`src/rtl/pipe_stall_ctrl.sv`:
```
// pipe_stall_ctrl: 5-stage pipeline stall/flush control with mult/div occupancy FSM and saturating perf counters.
module pipe_stall_ctrl #(
    parameter int MUL_LAT = 4,
    parameter int DIV_LAT = 32,
    parameter int CNT_W   = 32
) (
    input  logic             clk,
    input  logic             rst,
    input  logic             load_use,
    input  logic             branch_taken,
    input  logic             mem_busy,
    input  logic             md_start,
    input  logic             md_is_div,
    output logic             PC_en,
    output logic             D_en,
    output logic             D_flush,
    output logic             E_en,
    output logic             E_flush,
    output logic             M_en,
    output logic             M_flush,
    output logic             W_en,
    output logic             md_busy,
    output logic [CNT_W-1:0] stall_cnt,
    output logic [CNT_W-1:0] flush_cnt
);
    localparam logic [0:0] RUN     = 1'b0;
    localparam logic [0:0] MD_WAIT = 1'b1;
    localparam logic [5:0] MUL_LD  = 6'(MUL_LAT - 2);
    localparam logic [5:0] DIV_LD  = 6'(DIV_LAT - 2);

    logic [0:0] state;
    logic [5:0] md_cnt;
    logic       mem_frz, md_frz, lu_frz, redir;

    // each rule is masked by every higher-priority rule, and reset masks all of them
    always_comb begin
        mem_frz = !rst && mem_busy;
        md_frz  = !rst && !mem_busy && (state == RUN ? md_start : md_cnt != 6'd0);
        lu_frz  = !rst && !mem_busy && !md_frz && load_use;
        redir   = !rst && !mem_busy && !md_frz && !load_use && branch_taken;
        PC_en   = !(mem_frz || md_frz || lu_frz);
        D_en    = PC_en;
        E_en    = !(mem_frz || md_frz);
        M_en    = !mem_frz;
        W_en    = !mem_frz;
        D_flush = redir;
        E_flush = lu_frz;
        M_flush = md_frz;
        md_busy = !rst && state == MD_WAIT;
    end

    always_ff @(posedge clk) begin
        if (rst) begin
            state     <= RUN;
            md_cnt    <= '0;
            stall_cnt <= '0;
            flush_cnt <= '0;
        end else begin
            if (state == RUN) begin
                if (md_start && !mem_busy) begin
                    state  <= MD_WAIT;
                    md_cnt <= md_is_div ? DIV_LD : MUL_LD;
                end
            end else if (md_cnt != 6'd0) begin
                md_cnt <= md_cnt - 6'd1;
            end else if (!mem_busy) begin
                state <= RUN;
            end
            if (!PC_en && stall_cnt != '1) stall_cnt <= stall_cnt + CNT_W'(1);
            if ((D_flush || E_flush || M_flush) && flush_cnt != '1) flush_cnt <= flush_cnt + CNT_W'(1);
        end
    end
endmodule

```
`config.mk`:
```
export PLATFORM = sky130hd
export DESIGN_NAME = pipe_stall_ctrl
export DESIGN_NICKNAME = d
export VERILOG_FILES = /design/src/rtl/pipe_stall_ctrl.sv
export SDC_FILE = /design/constraint.sdc
export NUM_CORES = 1
export LEC_CHECK = 0
export ABC_AREA = 1
export ABC_CLOCK_PERIOD_IN_PS = 5400
export CORE_MARGIN = 2
export CORE_UTILIZATION = 45
export DETAILED_ROUTE_END_ITERATION = 6
export PLACE_DENSITY = 0.72
export SKIP_LAST_GASP = 1
export SLEW_MARGIN = 30
export SYNTH_ARGS = -nofsm -noshare
export SYNTH_HDL_FRONTEND = slang
export SYNTH_SLANG_ARGS = --single-unit
```
`constraint.sdc`:
```
create_clock -name clk -period 5.4 [get_ports clk]
set_input_delay 1.08 -clock clk [delete_from_list [all_inputs] [get_ports clk]]
set_output_delay 1.08 -clock clk [all_outputs]
set_load 0.01 [all_outputs]
```
# == After elaboration in Yosys (flattened, before gate mapping) ==
# Index checks and enable logic that the tools add are counted.
# classes
n_reduce_logical,25
muxes,9
n_eq_ne,3
add_sub_neg,3
# ops
cell,count
adder 32 x 1 -> 32 bit (second input constant),2
inequality test 32 bit (second input constant),2
2-to-1 mux 6 bit,3
logical AND 1 bit,11
logical NOT 1 bit,7
nonzero test 6 bit,1
subtractor 6 x 1 -> 6 bit (second input constant),1
2-to-1 mux 1 bit,5
2-to-1 mux 5 bit,1
logical OR 1 bit,4
inequality test 2 x 1 -> 1 bit (second input constant),1
AND reduction 2 bit,1
nonzero test 2 bit,1
# word_totals
out_inout_bits,73
input_bits,7
ff_bits,71
elab_cells,44

# == Logic depth before layout (Yosys ltp) ==
# Gate-level depths: netlist of run 1.
# depth
ltp_word,10
depth_mapped,12
ltp_nobuf,12

# == Least setup slack after synthesis of run 1 ==
# OpenSTA, ideal clock, no wires.
# synth_timing
kind,in2out
from,input port rst
to,output port PC_en
n_path_buf,3
stages,7
t_arrival_ps,2090
slack_ps,2230
required_ps,4320
cell_sequence,clkbuf_1 > nor2_1 > nand4_2 > nand3_2 > buf_2 > inv_1 > buf_4
# synth_via
elab_chain_len,8
word_cells_on_any_way,10
cone_classes,reduce/logical (10)
# synth_lines
element,line_no,source
"start, declared",8,"input logic rst,"
logical NOT 1 bit (*),"37, 38, 39",
logical AND 1 bit,"38, 39",
logical AND 1 bit,38,md_frz = !rst && !mem_busy && (state == RUN ? md_start : md_cnt != 6'd0);
logical NOT 1 bit,39,lu_frz = !rst && !mem_busy && !md_frz && load_use;
logical AND 1 bit (2 in a row),39,
logical OR 1 bit (*),41,PC_en = !(mem_frz || md_frz || lu_frz);
logical NOT 1 bit (*),41,
"end, declared",14,"output logic PC_en,"
# Every way passes the cells marked *; elsewhere a longest branch is shown, timed or not.

# == Final worst setup path of run 1 ==
# Same ends and word-level chain as after synthesis.

==> metrics list, run 1 <==
- Core Box Area: 0.00973 mm^2
* Max Clock Skew: 0.0140 ns
- 1st-pass router iterations: 5
- Number of antenna violations at the first check in global routing: 0
* Number of buffers and inverters on the critical path: 4
- Max-capacitance violation count: 0
- After detailed routing, the number of vias per cell comes to 5.26.
- Area share of the largest cell type after synthesis: 0.317
- After technology mapping, the gate count stands at 730.
- In this run the remaining antenna-violating nets after routing total 0.
- The worst pin sits at a relative slew slack of 0.425.
- Wire length of the first global-routing pass: 20500 um
- Placed wire-length estimate after detailed placement: 8580 um
* Starting DRT DRC Count: 262
* Remaining design rule violation count: 0
- Peak supply drop: 0.107 mV
- Proportion of register bits with asynchronous set or reset after synthesis: 0
- Post-synthesis sequential area ratio: 0.317
- Crit path from: rst
* Worst setup path category: primary input to primary output
- Pwr per Cell Area: 197 mW/mm^2
* Antenna diode count: 0
- The largest single stage delay on the critical path is 0.53 ns.
- At the worst endpoint, the required time is 4.32 ns.
* Hold WC Path Type: register to register
* Post-route fraction of the period consumed by the critical path: 0.713
- Pin count of the biggest net entering global routing: 51
- Input and output buffers added on the ports amount to 79.
- The final hold violation count was 0.
- After synthesis, the mean cell area works out to 6.15 um^2.
- Total detailed-routing wirelength: 12100 um
- Overall Global Routing Usage: 0.225
- Width of the die: 104 um
- Of all nets on the critical path, the largest fanout is 50.
* Cell type with the highest aggregate area in the netlist: sky130_fd_sc_hd__dfxtp_1
- At the end of the flow, the number of nets in the layout was 806.
- Yosys mapped the design onto 30 distinct sky130hd cell types.
* Setup crit start kind: primary input
- Proportion of layout cells with a drive suffix above 1: 0.0500
- Setup_tns: 0 ns
- Yosys mapped a number of flops with a built-in enable equal to 0.
* Die Outline Area: 0.0108 mm^2
- No sink is reached through more buffers than the 2 on the longest clock path.
- Instance count after placement with tap cells included: 917
- Synth cell count leaders: sky130_fd_sc_hd__nand2_1, sky130_fd_sc_hd__nor2_1, sky130_fd_sc_hd__nand3_1
- Clock slew at the register clock pins of the worst setup and hold paths: 0.08 ns
- By area the synthesized netlist is led by sky130_fd_sc_hd__dfxtp_1, sky130_fd_sc_hd__nand2_1, sky130_fd_sc_hd__nor2_1.
* Clock sink total: 71
- Num rows: 36
* Number of warnings issued by yosys: 0
- Setup violations remaining at the end of the flow were counted as 0.
* Wire length per cell: 13.0 um
- Dominant cell by count in the synthesized netlist: sky130_fd_sc_hd__nand2_1
- The number of nets in the synthesized netlist is 741.
* Number of hold buffers added after cts: 0
- Area added between synthesis and finish: 22.4%
* Number of vias in the routed layout: 4905
* Global placer's final weighted congestion: 0.929
- CP Capture Type: primary output
- CTS root buf: sky130_fd_sc_hd__clkbuf_8
* Category of cells accounting for the largest share of critical-path delay: buffers and inverters
- Clock latency reported for the late side of the worst-skew pair: 0.35 ns
* Fin cells: 933
* Tmin final: 3.85 ns
- The H-tree was split into 3 levels.
- The most used flip-flop cell after synthesis is sky130_fd_sc_hd__dfxtp_1.
* Vias in the first global route: 4560
- Pin placement for this block handled 80 I/O pins.
- Die Height: 104 um
- Startpoint of the worst hold path: md_cnt[0]$_SDFFE_PP0P_
- Slew at the pin with the worst max-slew slack: 0.859 ns
- Flip-flop and latch count after synthesis: 71
- In this run the static leakage power is 0.00197 uW.
- After global routing the overflow that remains totals 0.
- In this run the post-CTS setup repair buffer count came out at 0.
- TritonCTS built the clock tree.
- The layout has 969 filler cells.
- The startpoint identified for the worst register-to-register timing path is stall_cnt[0]$_SDFFE_PP0P_.
- Counting the buffers created by CTS gives 9.
- The flow ran to the end, and the final reports show no timing, DRC or antenna violations.
- Based on the critical path, the design can be clocked at up to 0.260 GHz.
* Area of the mapped netlist: 0.00449 mm^2
- Post-cts repair resize count: 0
* Count of pins over their slew limit: 0
- Initial Util: 0.462
* Critical Path Slowest Stage Cell: sky130_fd_sc_hd__clkdlybuf4s50_1
* List of cells traversed by the critical path: buf_2 > buf_4 > nor2_1 > nand2_1 > nand3_2 > inv_1 > clkdlybuf4s50_1
* Data arrival at the endpoint of the critical path: 2.77 ns
- Setup repair after global routing left no endpoint under its margin.
==> state kept, by name, summed over array words and instances, names as in the netlist <==
| signal | cells |
|---|---|
| flush_cnt | 32 |
| state | 1 |
| stall_cnt | 32 |
| md_cnt | 6 |
==> layer usage <==
| layer | track usage | vias up | part of all wire |
|---|---|---|---|
| li1 | - | 2471 | - |
| met1 | 0.294 | 2261 | 0.46 |
| met3 | 0.0351 | 21 | 0.058 |
| met5 | 0 | - | 0 |
| met2 | 0.372 | 152 | 0.46 |
| met4 | 0.0917 | 0 | 0.020 |
==> metrics by stage <==
step	power [uW]	cell area, um^2	setup slack (ns)	util	hold WS (ns)
floorplan	637	4490	2.23	-	0.438
global placement	663	5310	1.58	0.545	0.448
detailed placement	667	5310	1.51	0.545	0.457
CTS	1090	5500	1.51	0.565	0.469
global route	1130	5500	1.42	0.565	0.497
finish	1080	5500	1.55	0.565	0.468
==> cells in the final DEF (no fill, tap or decap), types with 3 or more instances in the layout <==
master	Yosys	layout
sky130_fd_sc_hd__a21oi_1	64	64
sky130_fd_sc_hd__a31oi_1	4	4
sky130_fd_sc_hd__clkbuf_8	0	9
sky130_fd_sc_hd__clkdlybuf4s50_1	0	78
sky130_fd_sc_hd__clkinv_2	0	3
sky130_fd_sc_hd__dfxtp_1	71	71
sky130_fd_sc_hd__ha_1	4	4
sky130_fd_sc_hd__inv_1	41	41
sky130_fd_sc_hd__inv_2	5	5
sky130_fd_sc_hd__nand2_1	228	228
sky130_fd_sc_hd__nand2_2	4	4
sky130_fd_sc_hd__nand3_1	81	81
sky130_fd_sc_hd__nand3_2	4	4
sky130_fd_sc_hd__nand3b_1	18	18
sky130_fd_sc_hd__nor2_1	122	122
sky130_fd_sc_hd__nor2_2	4	4
sky130_fd_sc_hd__nor3_1	6	6
sky130_fd_sc_hd__o21ai_0	8	8
sky130_fd_sc_hd__o21bai_1	3	3
sky130_fd_sc_hd__xnor2_1	10	10
sky130_fd_sc_hd__xor2_1	16	16
==> logic make-up (layout without fill, tap and decap cells) <==
kind of cell	count (synthesis)	after routing	synth area share
AND/OR/NAND/NOR	477	477	0.459
XOR/XNOR	26	26	0.0507
flip-flops	71	71	0.317
AO/OA/AOI/OAI	79	79	0.0908
adder cells (fa/ha/maj)	4	4	0.0111
buffers and inverters	73	143	0.0722
==> final cells by class <==
type	instances	area, um^2	share of cell area
multi-input combinational	586	2750	0.500
clock inverter	6	61.3	0.0112
timing repair buffer	81	801	0.146
sequential	71	1420	0.259
tap	133	166	0.0303
clock buffer	10	128	0.0232
inverter	46	173	0.0314
==> worst reg2reg max path: cells and delay by family, from the launching register on <==
kind,cells,cell delay [ns]
adder cells (fa/ha/maj),1,0.30
buffers and inverters,3,0.33
flip-flops,1,0.47
AND/OR/NAND/NOR,8,1.74
==> final timing paths <==
check	depth (start not counted)	end	slack, ns
hold / removal	2	md_cnt[0]$_SDFFE_PP0P_	0.47
hold reg to reg	2	md_cnt[0]$_SDFFE_PP0P_	0.47
setup / recovery	7	PC_en	1.55
setup reg to reg	12	stall_cnt[1]$_SDFFE_PP0P_	2.47
==> power breakdown <==
| group | internal [uW] | total, uW | switching, uW |
|---|---|---|---|
| combinational | 38.6 | 114 | 75.4 |
| clock | 212 | 426 | 214 |
| sequential | 532 | 541 | 9.27 |
| total | 783 | 1080 | 299 |
No activity file was read; power rests on OpenSTA's default activity.
==> run 2, diff against run 1 <==
--- a/config.mk
+++ b/config.mk
@@ -6,11 +6,11 @@
 export NUM_CORES = 1
 export LEC_CHECK = 0
 export ABC_AREA = 1
-export ABC_CLOCK_PERIOD_IN_PS = 5400
+export ABC_CLOCK_PERIOD_IN_PS = 3200
 export CORE_MARGIN = 2
 export CORE_UTILIZATION = 45
 export DETAILED_ROUTE_END_ITERATION = 6
-export PLACE_DENSITY = 0.72
+export PLACE_DENSITY = 0.75
 export SKIP_LAST_GASP = 1
 export SLEW_MARGIN = 30
 export SYNTH_ARGS = -nofsm -noshare
==> constraint.sdc (replaced) <==
create_clock -name clk -period 3.2 [get_ports clk]
set_input_delay 0.64 -clock clk [delete_from_list [all_inputs] [get_ports clk]]
set_output_delay 0.64 -clock clk [all_outputs]
set_load 0.01 [all_outputs]
==> run 2 against run 1 <==
Sequential share of layout area shrank 0.18 points. Critical path depth is 2 higher. Critical path type is now register to primary output. Combinational power increased by 73%. Count of clock-buffer cells in the layout increased by 2. Die area is the same. Core utilization is 0.40 points higher. Routed wire length fell by 0.97%.
==> metrics list, run 2 (same netlist as run 1, synthesis figures left out) <==
- Initial Util: 0.462 (unchanged)
* Number of antenna violations at the first check in global routing: 0 (unchanged)
- Final instance area: 0.00553 mm^2 (+0.71%)
- Max-capacitance violation count: 0 (unchanged)
- Result of the run: completed
- Clock slew at the register clock pins of the worst setup and hold paths: 0.07 ns (about the same)
- CTS root buf: sky130_fd_sc_hd__clkbuf_8
* Num rows: 36 (unchanged)
- Worst stage delay on the critical path: 0.53 ns (about the same)
* Number of buffers and inverters on the critical path: 3 (-1)
- The net count reported at finish came to 810 (+0.50%).
* Core Box Area: 0.00973 mm^2 (unchanged)
* 1st-pass router iterations: 5 (unchanged)
- The final core utilization was 0.569 (+0.00399).
- The quantity of gates resized following cts came to 0 (unchanged).
- The transition time at the pin with the least slew margin is 0.499 ns (-0.360 ns).
* List of cells traversed by the critical path: inv_1 > ha_1 > nand3_1 > nand2_1 > nand2_1 > nand2_1 > nand3_2 > inv_1 > clkdlybuf4s50_1
- Ports: 80 (unchanged)
- Leaving out fill and tap cells, the most frequent cell in the layout is sky130_fd_sc_hd__nand2_1.
- The area growth from synthesis to layout is 23.2%.
- Dividing the final minimum period by the clock period gives 0.904.
- Leakage power summed over all cells: 0.00199 uW (+1.1%)
* Reg2reg path depth: 12 (unchanged)
- STA classifies the critical path startpoint as a register.
- Logic depth of the worst path, buffers included: 9 (+2)
* CP Capture Type: primary output
- The via count of the first global-routing pass came to 4465 (-2.1%).
* Peak supply drop: 0.187 mV (+76%)
- Required @ worst endpoint: 2.56 ns (-1.76 ns)
* Proportion of layout cells with a drive suffix above 1: 0.0535 (+0.00355)
* Number of buffers created by CTS: 9 (unchanged)
- Leading registers by flop count: flush_cnt (32), stall_cnt (32), md_cnt (6)
* Number of hold buffers added after cts: 0 (unchanged)
* Antenna diode count: 0 (unchanged)
- Overall Global Routing Usage: 0.221 (-0.00411)
* Setup_tns: 0 ns (unchanged)
* TritonCTS clock tree: yes
* Clock latency reported for the late side of the worst-skew pair: 0.35 ns (about the same)
* Category of cells accounting for the largest share of critical-path delay: buffers and inverters
- Wire length per cell: 12.8 um (-1.3%)
- Among the stages of the critical path, the cell type that occurs most often is sky130_fd_sc_hd__nand2_1.
- Tmin final: 2.89 ns
- Worst setup path category: register to primary output
- Placed wire-length estimate after detailed placement: 8760 um (+2.1%)
- The routability congestion estimate from global placement came to 0.979 (+5.4%).
* Leading cell types in the layout, fill and taps excluded: sky130_fd_sc_hd__nand2_1, sky130_fd_sc_hd__nor2_1, sky130_fd_sc_hd__nand3_1
* Number of post-CTS setup repair buffers: 0 (unchanged)
- The highest fanout seen on the critical path is 4 (-92%).
- Data arrival at the endpoint of the critical path: 2.25 ns (-0.52 ns)
- The H-tree depth was 3 (unchanged).
- Pin count of the biggest net entering global routing: 49 (-3.9%)
- Number of vias in the routed layout: 4879 (-0.53%)
- Port Buffers: 79 (unchanged)
* Instance count after placement with tap cells included: 921 (+0.44%)
* Unrepaired setup endpoints after global routing: false
* Cell Area, Placed: 0.00534 mm^2 (+0.57%)
- The count of non-filler cells in the finished layout is 936 (+0.32%).
- The count of unresolved DRC violations after routing came to 0 (unchanged).
- Worst Hold Path Cells: 2 (unchanged)
- The final hold violation count is 0 (unchanged).
* Count of pins over their slew limit: 0 (unchanged)
* Die Height: 104 um (unchanged)
* Max Clock Skew: 0.0139 ns (-0.0000251 ns)
- Pwr per Cell Area: 334 mW/mm^2 (+70%)
- Critical Path Slowest Stage Cell: sky130_fd_sc_hd__clkdlybuf4s50_1
- The min-delay analysis places its worst path in the category register to register.
- Normalized max-slew margin: 0.667 (+0.242)
* Wire length of the first global-routing pass: 20200 um (-1.5%)
* Buffers from clock root to sink, at most: 2 (unchanged)
- The sum of overflow across all layers after global routing was 0 (unchanged).
* Filler cells: 966 (-0.31%)
* Width of the die: 104 um (unchanged)
* Starting DRT DRC Count: 228 (-13%)
- Highest achievable clock rate: 0.346 GHz
* Clock sink total: 71 (unchanged)
* Vias per std cell: 5.21 (-0.85%)
- Number of nets with antenna violations after routing: 0 (unchanged)
- The total die area is 0.0108 mm^2 (unchanged).
* Total detailed-routing wirelength: 12000 um (-0.97%)
- The post-route worst hold slack came to 0.459 ns (-0.00858 ns).
* Setup Viol. Count Final: 0 (unchanged)
[run 2: worst min-delay path, stage by stage (launching register included)]
cell                      delay [ns]
sky130_fd_sc_hd__dfxtp_1        0.31
sky130_fd_sc_hd__nand2_1        0.06
sky130_fd_sc_hd__a21oi_1        0.05
[run 2: cell type report]
class,instances,area (um^2),area share
multi-input cells,586,2750,0.496
inverters,46,173,0.0312
repair buffers,85,831,0.150
well taps,133,166,0.0301
flip-flops and latches,71,1420,0.257
clock buffers,12,155,0.0280
clock inverters,3,42.5,0.00769
[run 2: through the flow]
stage | setup WS (ns) | power (uW)
final | 0.308 | 1850
after global routing | 0.134 | 1920
after CTS | 0.296 | 1860
after detailed placement | 0.330 | 1130
after global placement | 0.404 | 1120
after floorplan | 0.910 | 1080
[run 2: power breakdown]
group          leakage (uW)  switching, uW  internal (uW)
clock             0.0000985            342            398
combinational       0.00132            129           68.8
sequential         0.000574           15.8            898
[run 2: worst paths after layout]
check / startpoint / endpoint / slack (ns)
setup / recovery: md_cnt[0]$_SDFFE_PP0P_ / PC_en / 0.31
hold / removal: md_cnt[0]$_SDFFE_PP0P_ / md_cnt[0]$_SDFFE_PP0P_ / 0.46
setup reg to reg: flush_cnt[0]$_SDFFE_PP0P_ / flush_cnt[30]$_SDFFE_PP0P_ / 0.85
hold reg to reg: md_cnt[0]$_SDFFE_PP0P_ / md_cnt[0]$_SDFFE_PP0P_ / 0.46
[run 2: metal layers]
| layer | part of all wire | track usage | vias up |
|---|---|---|---|
| met1 | 0.46 | 0.288 | 2246 |
| met5 | 0 | 0 | - |
| met3 | 0.054 | 0.0326 | 13 |
| met2 | 0.47 | 0.375 | 135 |
| li1 | - | - | 2485 |
| met4 | 0.012 | 0.0743 | 0 |
